--- config.mk ---
export PLATFORM = sky130hd
export DESIGN_NAME = write_module_flat
export DESIGN_NICKNAME = d
export VERILOG_FILES = /design/src/rtl/write_module_if.sv /design/src/rtl/write_module.sv /design/src/flat_wrapper.sv
export SDC_FILE = /design/constraint.sdc
export NUM_CORES = 2
export LEC_CHECK = 0
export CORE_AREA = 4 4 282 284
export DETAILED_ROUTE_END_ITERATION = 10
export DIE_AREA = 0 0 286 288
export HOLD_SLACK_MARGIN = 0.02
export PLACE_DENSITY = 0.71
export SYNTH_ARGS = -nofsm -noshare
export SYNTH_HDL_FRONTEND = slang
export SYNTH_SLANG_ARGS = --single-unit
--- constraint.sdc ---
create_clock -name clk -period 4.5 [get_ports clk]
set_clock_uncertainty 0.1 [all_clocks]
set_input_delay 0.45 -clock clk [delete_from_list [all_inputs] [get_ports clk]]
set_output_delay 0.45 -clock clk [all_outputs]
set_load 0.02 [all_outputs]
--- src/rtl/write_module_if.sv ---
// Store bus between control/datapath (master) and write_module (slave).
// elem_mask exists only when WRITE_MODULE_MASK_EN is defined.
interface write_module_if #(
  parameter int I = 20,
  parameter int L = 32,
  parameter int A = 6
);
  logic                  start;
  logic                  op_type;
  logic [A-1:0]          base_address;
  logic [L-1:0]          scalar_data;
  logic [I-1:0][L-1:0]   vector_data;
`ifdef WRITE_MODULE_MASK_EN
  logic [I-1:0]          elem_mask;
`endif
  logic [A-1:0]          write_address;
  logic [L-1:0]          write_data;
  logic                  write_enable;
  logic                  busy;
  logic                  finished;

  modport master (
    output start, op_type, base_address, scalar_data, vector_data,
`ifdef WRITE_MODULE_MASK_EN
    output elem_mask,
`endif
    input  write_address, write_data, write_enable, busy, finished
  );

  modport slave (
    input  start, op_type, base_address, scalar_data, vector_data,
`ifdef WRITE_MODULE_MASK_EN
    input  elem_mask,
`endif
    output write_address, write_data, write_enable, busy, finished
  );
endinterface

--- src/rtl/write_module.sv ---
// Streams a scalar or I-element vector into data memory, one word per cycle from base upward;
// start ignored while busy, finished pulses one cycle after the last write. Option: WRITE_MODULE_MASK_EN.
module write_module #(
  parameter int I = 20,
  parameter int L = 32,
  parameter int A = 6
) (
  input logic           clk,
  input logic           rst,
  write_module_if.slave bus
);
  localparam int            IW       = (I > 1) ? $clog2(I) : 1;
  localparam logic [A-1:0]  VEC_LAST = A'(I - 1);

  typedef enum logic [1:0] {
    IDLE  = 2'd0,
    WRITE = 2'd1,
    DONE  = 2'd2
  } state_t;

  state_t              state;
  logic [A-1:0]        idx;
  logic [A-1:0]        base_q;
  logic                op_q;
  logic [I-1:0][L-1:0] buf_q;
  logic [IW-1:0]       sel;
  logic                last_elem;
  logic                elem_en;

`ifdef WRITE_MODULE_MASK_EN
  logic [I-1:0]        mask_q;
  assign elem_en = mask_q[sel];
`else
  assign elem_en = 1'b1;
`endif

  assign sel       = idx[IW-1:0];
  assign last_elem = op_q ? (idx == VEC_LAST) : (idx == '0);

  always_ff @(posedge clk) begin
    if (rst) begin
      state  <= IDLE;
      idx    <= '0;
      base_q <= '0;
      op_q   <= 1'b0;
      buf_q  <= '0;
`ifdef WRITE_MODULE_MASK_EN
      mask_q <= '0;
`endif
    end else begin
      case (state)
        IDLE: begin
          if (bus.start) begin
            base_q <= bus.base_address;
            op_q   <= bus.op_type;
            idx    <= '0;
            // A scalar only refreshes slot 0; other slots are never read for op_q=0.
            if (bus.op_type)
              buf_q <= bus.vector_data;
            else
              buf_q[0] <= bus.scalar_data;
`ifdef WRITE_MODULE_MASK_EN
            mask_q <= bus.elem_mask;
`endif
            state  <= WRITE;
          end
        end
        WRITE: begin
          idx <= idx + 1'b1;
          if (last_elem)
            state <= DONE;
        end
        DONE:    state <= IDLE;
        default: state <= IDLE;
      endcase
    end
  end

  assign bus.write_enable  = (state == WRITE) & elem_en;
  assign bus.write_address = (state == WRITE) ? (base_q + idx) : '0;
  assign bus.write_data    = (state == WRITE) ? buf_q[sel] : '0;
  assign bus.busy          = (state != IDLE);
  assign bus.finished      = (state == DONE);
endmodule

--- src/flat_wrapper.sv ---
// flat-port wrapper written by rule: the top's interface ports become plain ports
module write_module_flat 
#(
  parameter int I = 20,
  parameter int L = 32,
  parameter int A = 6
)
  (clk, rst, bus_start, bus_op_type, bus_base_address, bus_scalar_data, bus_vector_data, bus_write_address, bus_write_data, bus_write_enable, bus_busy, bus_finished);
  write_module_if #(.I(I), .L(L), .A(A)) bus_i ();
  input logic clk;
  input logic rst;
  input wire logic [$bits(bus_i.start)-1:0] bus_start;
  input wire logic [$bits(bus_i.op_type)-1:0] bus_op_type;
  input wire logic [$bits(bus_i.base_address)-1:0] bus_base_address;
  input wire logic [$bits(bus_i.scalar_data)-1:0] bus_scalar_data;
  input wire logic [$bits(bus_i.vector_data)-1:0] bus_vector_data;
  output wire logic [$bits(bus_i.write_address)-1:0] bus_write_address;
  output wire logic [$bits(bus_i.write_data)-1:0] bus_write_data;
  output wire logic [$bits(bus_i.write_enable)-1:0] bus_write_enable;
  output wire logic [$bits(bus_i.busy)-1:0] bus_busy;
  output wire logic [$bits(bus_i.finished)-1:0] bus_finished;
  assign bus_i.start = bus_start;
  assign bus_i.op_type = bus_op_type;
  assign bus_i.base_address = bus_base_address;
  assign bus_i.scalar_data = bus_scalar_data;
  assign bus_i.vector_data = bus_vector_data;
  assign bus_write_address = bus_i.write_address;
  assign bus_write_data = bus_i.write_data;
  assign bus_write_enable = bus_i.write_enable;
  assign bus_busy = bus_i.busy;
  assign bus_finished = bus_i.finished;
  write_module #(.I(I), .L(L), .A(A)) u_core (.clk(clk), .rst(rst), .bus(bus_i));
endmodule
# Word-level counts from Yosys, hierarchy flattened
# Index checks and enable logic that the tools add are counted.
# W data, S select, Z words.
dict set report totals {
  ff_bits 655
  elab_cells 51
  out_inout_bits 41
  in_bits 682
}
dict set report classes {
  n_reduce_logical 8
  magnitude_cmp 1
  n_mux 11
  eq_ne 5
  add_sub_neg 2
}
# op n
set op_table {}
lappend op_table {{$bmux W32 S5} 1}
lappend op_table {{$mux W32} 3}
lappend op_table {{$mux W6} 2}
lappend op_table {{$pmux W6 S2} 1}
lappend op_table {{$add A6 B1 Y6 const B} 1}
lappend op_table {{$add A6 B6 Y6} 1}
lappend op_table {{$eq A6 B5 Y1 const B} 1}
lappend op_table {{$logic_not A6 Y1} 1}
lappend op_table {{$lt A5 B6 Y1 const B} 1}
lappend op_table {{$reduce_and A2 Y1} 3}
lappend op_table {{$mux W2} 2}
lappend op_table {{$pmux W2 S2} 1}
lappend op_table {{$reduce_bool A2 Y1} 2}
lappend op_table {{$reduce_and A3 Y1} 1}
lappend op_table {{$eq A2 B1 Y1 const B} 1}
lappend op_table {{$eq A2 B2 Y1 const B} 1}
lappend op_table {{$logic_not A2 Y1} 1}
lappend op_table {{$ne A2 B1 Y1 const B} 1}
lappend op_table {{$ne A2 B2 Y1 const B} 1}
lappend op_table {{$mux W1} 1}

# Depth between registers and ports, before layout
dict set report depth {
  depth_word 4
  depth_mapped 11
  ltp_nobuf 7
}

# Worst setup path after synthesis
# Ideal clock, no wire load.
dict set report synth_timing {
  path_kind {reg-to-output}
  from {register u_core.idx[1]}
  to {output port bus_write_address[4]}
  n_path_buf 5
  required_time_ns 3.950
  path_stages_with_launch 12
  slack_ns 1.545
  arrival_ns 2.405
  cell_sequence {dfxtp_1 -> buf_6 -> buf_8 -> buf_6 -> buf_6 -> buf_6 -> inv_1 -> fa_1 -> nor2b_1 -> o21ai_0 -> nor3b_1 -> nor3_1}
}
dict set report synth_via {
  elab_chain_cells 2
}
# element line
set synth_lines {}
lappend synth_lines {{start: declaration} write_module.sv:22} ;# logic [A-1:0] idx;
lappend synth_lines {{start signal: assignment} write_module.sv:69} ;# idx <= idx + 1'b1;
lappend synth_lines {{$add A6 B6 Y6} write_module.sv:80} ;# assign bus.write_address = (state == WRITE) ? (base_q + idx) : '0;
lappend synth_lines {{$mux W6} write_module.sv:80}
lappend synth_lines {{end: declaration} flat_wrapper.sv:17} ;# output wire logic [$bits(bus_i.write_address)-1:0] bus_write_address;
# Every way passes these cells.

# Worst setup path after layout
# Same ends and word-level chain as after synthesis.

==> metrics.txt <==
status=complete, no violations; async set-reset flop share out of synthesis=0; Synth Instances=between 3000 and 4000; total track usage=0.2744; Residual DRC=0; Final nets=approximately 4700; Tcrit/Tclk final=0.9485; number of buffers created by CTS=between 70 and 80; most common flop cell mapped by yosys=dfxtp_1; YS warnings=0; Max Root-Sink Buffers=3; Leak=about 0.013 µW; post-synthesis sequential area ratio=0.4630; Area contributors post-synth=dfxtp_1, nand2_1, a21oi_1; post-synth top area share=0.4630; Synth Cell Area=about 28000 µm²; Ports=roughly 720; syn_area_per_cell=~8.2 µm²; via count=27100; placer's final routability congestion estimate=~0.90; initial antenna violation count=24; Cell Rows=slightly above 100; CTS Hold Bufs=0; design area=between 30000 and 40000 µm²; Placed Area=about 36000 µm²; origin of the worst setup path=u_core.idx[1]; Max Slew Vio Count=0; crit path DAT=around 3.7 ns; Die H=288 µm; DRT Pass-1 Iters=6; drt initial violations=2334; Fillers=about 7000; post-DR vias/cell=~5.3; worst slew pin tran=roughly 1.2 ns; pwr/cell area=approximately 380 nW/µm²; final wirelength=~120000 µm; CTS sink count=roughly 660; CP max FO=54; crit end category=output pin; first-pass GRT wire length=around 170000 µm; largest net degree at the start of global routing=roughly 130; crit path time final=between 4 and 5 ns; syn nets=about 4100; worst skew pair latency=around 0.62 ns; peak supply drop=0.2466 mV; Routed wire per std cell=roughly 23 µm; max_cap viols=0; final count of negative-setup-slack endpoints=0; number of flops mapped to enable cells by yosys=0; dpl hpwl=roughly 90000 µm; Peak Freq=~230 MHz; Chip Width=around 290 µm; Port Buffers=between 700 and 800; RSZ-0062 raised after global routing=false; CTS tree=done; layout overhead on the synthesized area=37.75%; core area=about 77000 µm²; Die ar.=82370 µm²; CTS H-tree lvls=3; crit path kind=flip-flop to output pin; total negative setup slack=0 ns; RR Startpoint=u_core.state[0]; Synth Register Bits=655; Clk pin slew, worst setup/hold paths=about 0.06 ns; gr ovfl total=0; vias in the first global route=~26000; Starting Density=0.3674; Cell variety after synth=between 40 and 50; switching part of the total=0.2588; number of nets with antenna violations after routing=0; Worst EP required=about 4 ns; Hold Path Depth=2; layout cells sized above 1=0.08389; Worst Hold Class=input pin to flip-flop; R2R depth=5; Startpoint Class=flip-flop; hold wc startpoint=rst; Yosys top cell by area=dfxtp_1; P_sw=around 3800 µW; Slew Limit Headroom=0.2167; combinational power share=0.138; Clk pwr share=0.436; Int Power=10960 µW; Seq pwr share=0.426; Final Hold Fails=0; clk root buf=clkbuf_16
## path summary, 6_finish.rpt
check	end	slack, ns
min reg2reg	u_core.buf_q[147]	0.35
min	u_core.idx[0]	0.26
max reg2reg	u_core.buf_q[157]	2.02
max	bus_write_address[4]	0.23
## power groups by stage
stage                     clock network [µW]  logic (µW)  registers (µW)
after floorplan                            0         965            6340
after global placement                     0        2010            6420
after detailed placement                   0        2030            6420
after CTS                               6530        2040            6300
after global routing                    6760        2190            6330
final                                   6440        2040            6310
## state kept, by name (all words and copies together) (netlist names)
signal / count
u_core.op_q: 1
u_core.buf_q: 640
u_core.base_q: 6
u_core.idx: 6
u_core.state: 2
## what timing repair did
action                     in CTS  in global routing
buffers inserted                0                  3
setup endpoints to repair       1                  1
pin swaps                       0                  1
gates resized for setup         1                  1
## worst max-delay path, stage by stage, from the launching register on
cell             delay, ns
dfxtp_4               0.38
buf_16                0.30
inv_1                 0.14
fa_1                  0.44
nor2b_1               0.21
o21ai_0               0.17
nor3b_1               0.19
nor3_2                0.53
clkdlybuf4s50_1       0.72
## Yosys cell counts, drive strengths merged, types with 2 or more instances
library cell and number:
nor2b 3, nor3b 5, nand3 4, xnor2 2, nand4 2, nand2 1314, and3 2, clkinv 2
ha 7, nor4 2, and3b 2, inv 5, a22oi 32, o21ai 19, o211ai 17, nor2 42
nor3 5, mux2i 160, mux2 33, clkbuf 177, a21oi 671, a221oi 15, buf 116, a211oi 33
mux4 96, dfxtp 655, and2 2
## logic make-up (layout without fill, tap and decap cells)
kind of cell               after synthesis  after routing  synth area share
muxes                                  289            289            0.1460
AOI/OAI and AO/OA                      791            791            0.1494
and+or+nand+nor                       1392           1392            0.1888
adders and majority gates                8              8          0.003799
xor gates and xnor gates                 2              2         0.0006186
buffers and inverters                  300            928           0.04842
other                                    0             18                 0
DFF                                    655            655            0.4630
## layout by cell type, fill, tap and decap left out, types with 3 or more instances in the layout
cell type and n:
a211oi_1 33, a21oi_1 671, a221oi_1 15, a22oi_1 32, buf_12 23, buf_4 45
bufinv_16 9, clkbuf_1 9, clkbuf_16 75, clkbuf_8 14, clkdlybuf4s50_1 717, clkinv_2 12
clkinvlp_4 3, dfxtp_1 650, dfxtp_4 3, diode_2 18, ha_1 7, inv_1 5
inv_16 3, inv_6 4, mux2_2 33, mux2i_1 160, mux4_2 96, nand2_1 1313
nand3_1 4, nor2_1 42, nor2b_1 3, nor3_1 4, o211ai_1 17, o21ai_0 4
o21ai_1 15
## final cells by class
type / count / area (µm²) / share of cell area
multi-input cells: 2482 / 13890 / 0.3561
diodes: 18 / 45.04 / 0.001155
repair buffers: 788 / 8023 / 0.2056
flip-flops and latches: 655 / 13130 / 0.3364
clock inverters: 35 / 495.5 / 0.01270
clock buffers: 98 / 2103 / 0.05391
well taps: 1040 / 1301 / 0.03335
inverters: 7 / 26.28 / 0.0006735
## layer usage
| layer | track usage | up-vias | share of wire |
|---|---|---|---|
| met5 | 0 | - | 0.00038 |
| met4 | 0.1016 | 6 | 0.035 |
| met3 | 0.06255 | 189 | 0.089 |
| met2 | 0.4588 | 1214 | 0.48 |
| met1 | 0.3475 | 12920 | 0.39 |
| li1 | - | 12770 | - |
## per-stage QoR
step / std cells / power, µW / utilization / hold slack, ns / worst slack (ns)
floorplan: 3437 / 7304 / - / 0.3331 / 1.545
global placement: 4969 / 8432 / 0.4714 / 0.3394 / 0.4674
detailed placement: 4969 / 8450 / 0.4714 / 0.3436 / 0.4807
CTS: 5102 / 14860 / 0.5052 / 0.2401 / 0.04412
global route: 5120 / 15280 / 0.5060 / 0.2666 / 0.1579
finish: 5123 / 14790 / 0.5061 / 0.2643 / 0.2317
(Power assumes the default switching activity.)
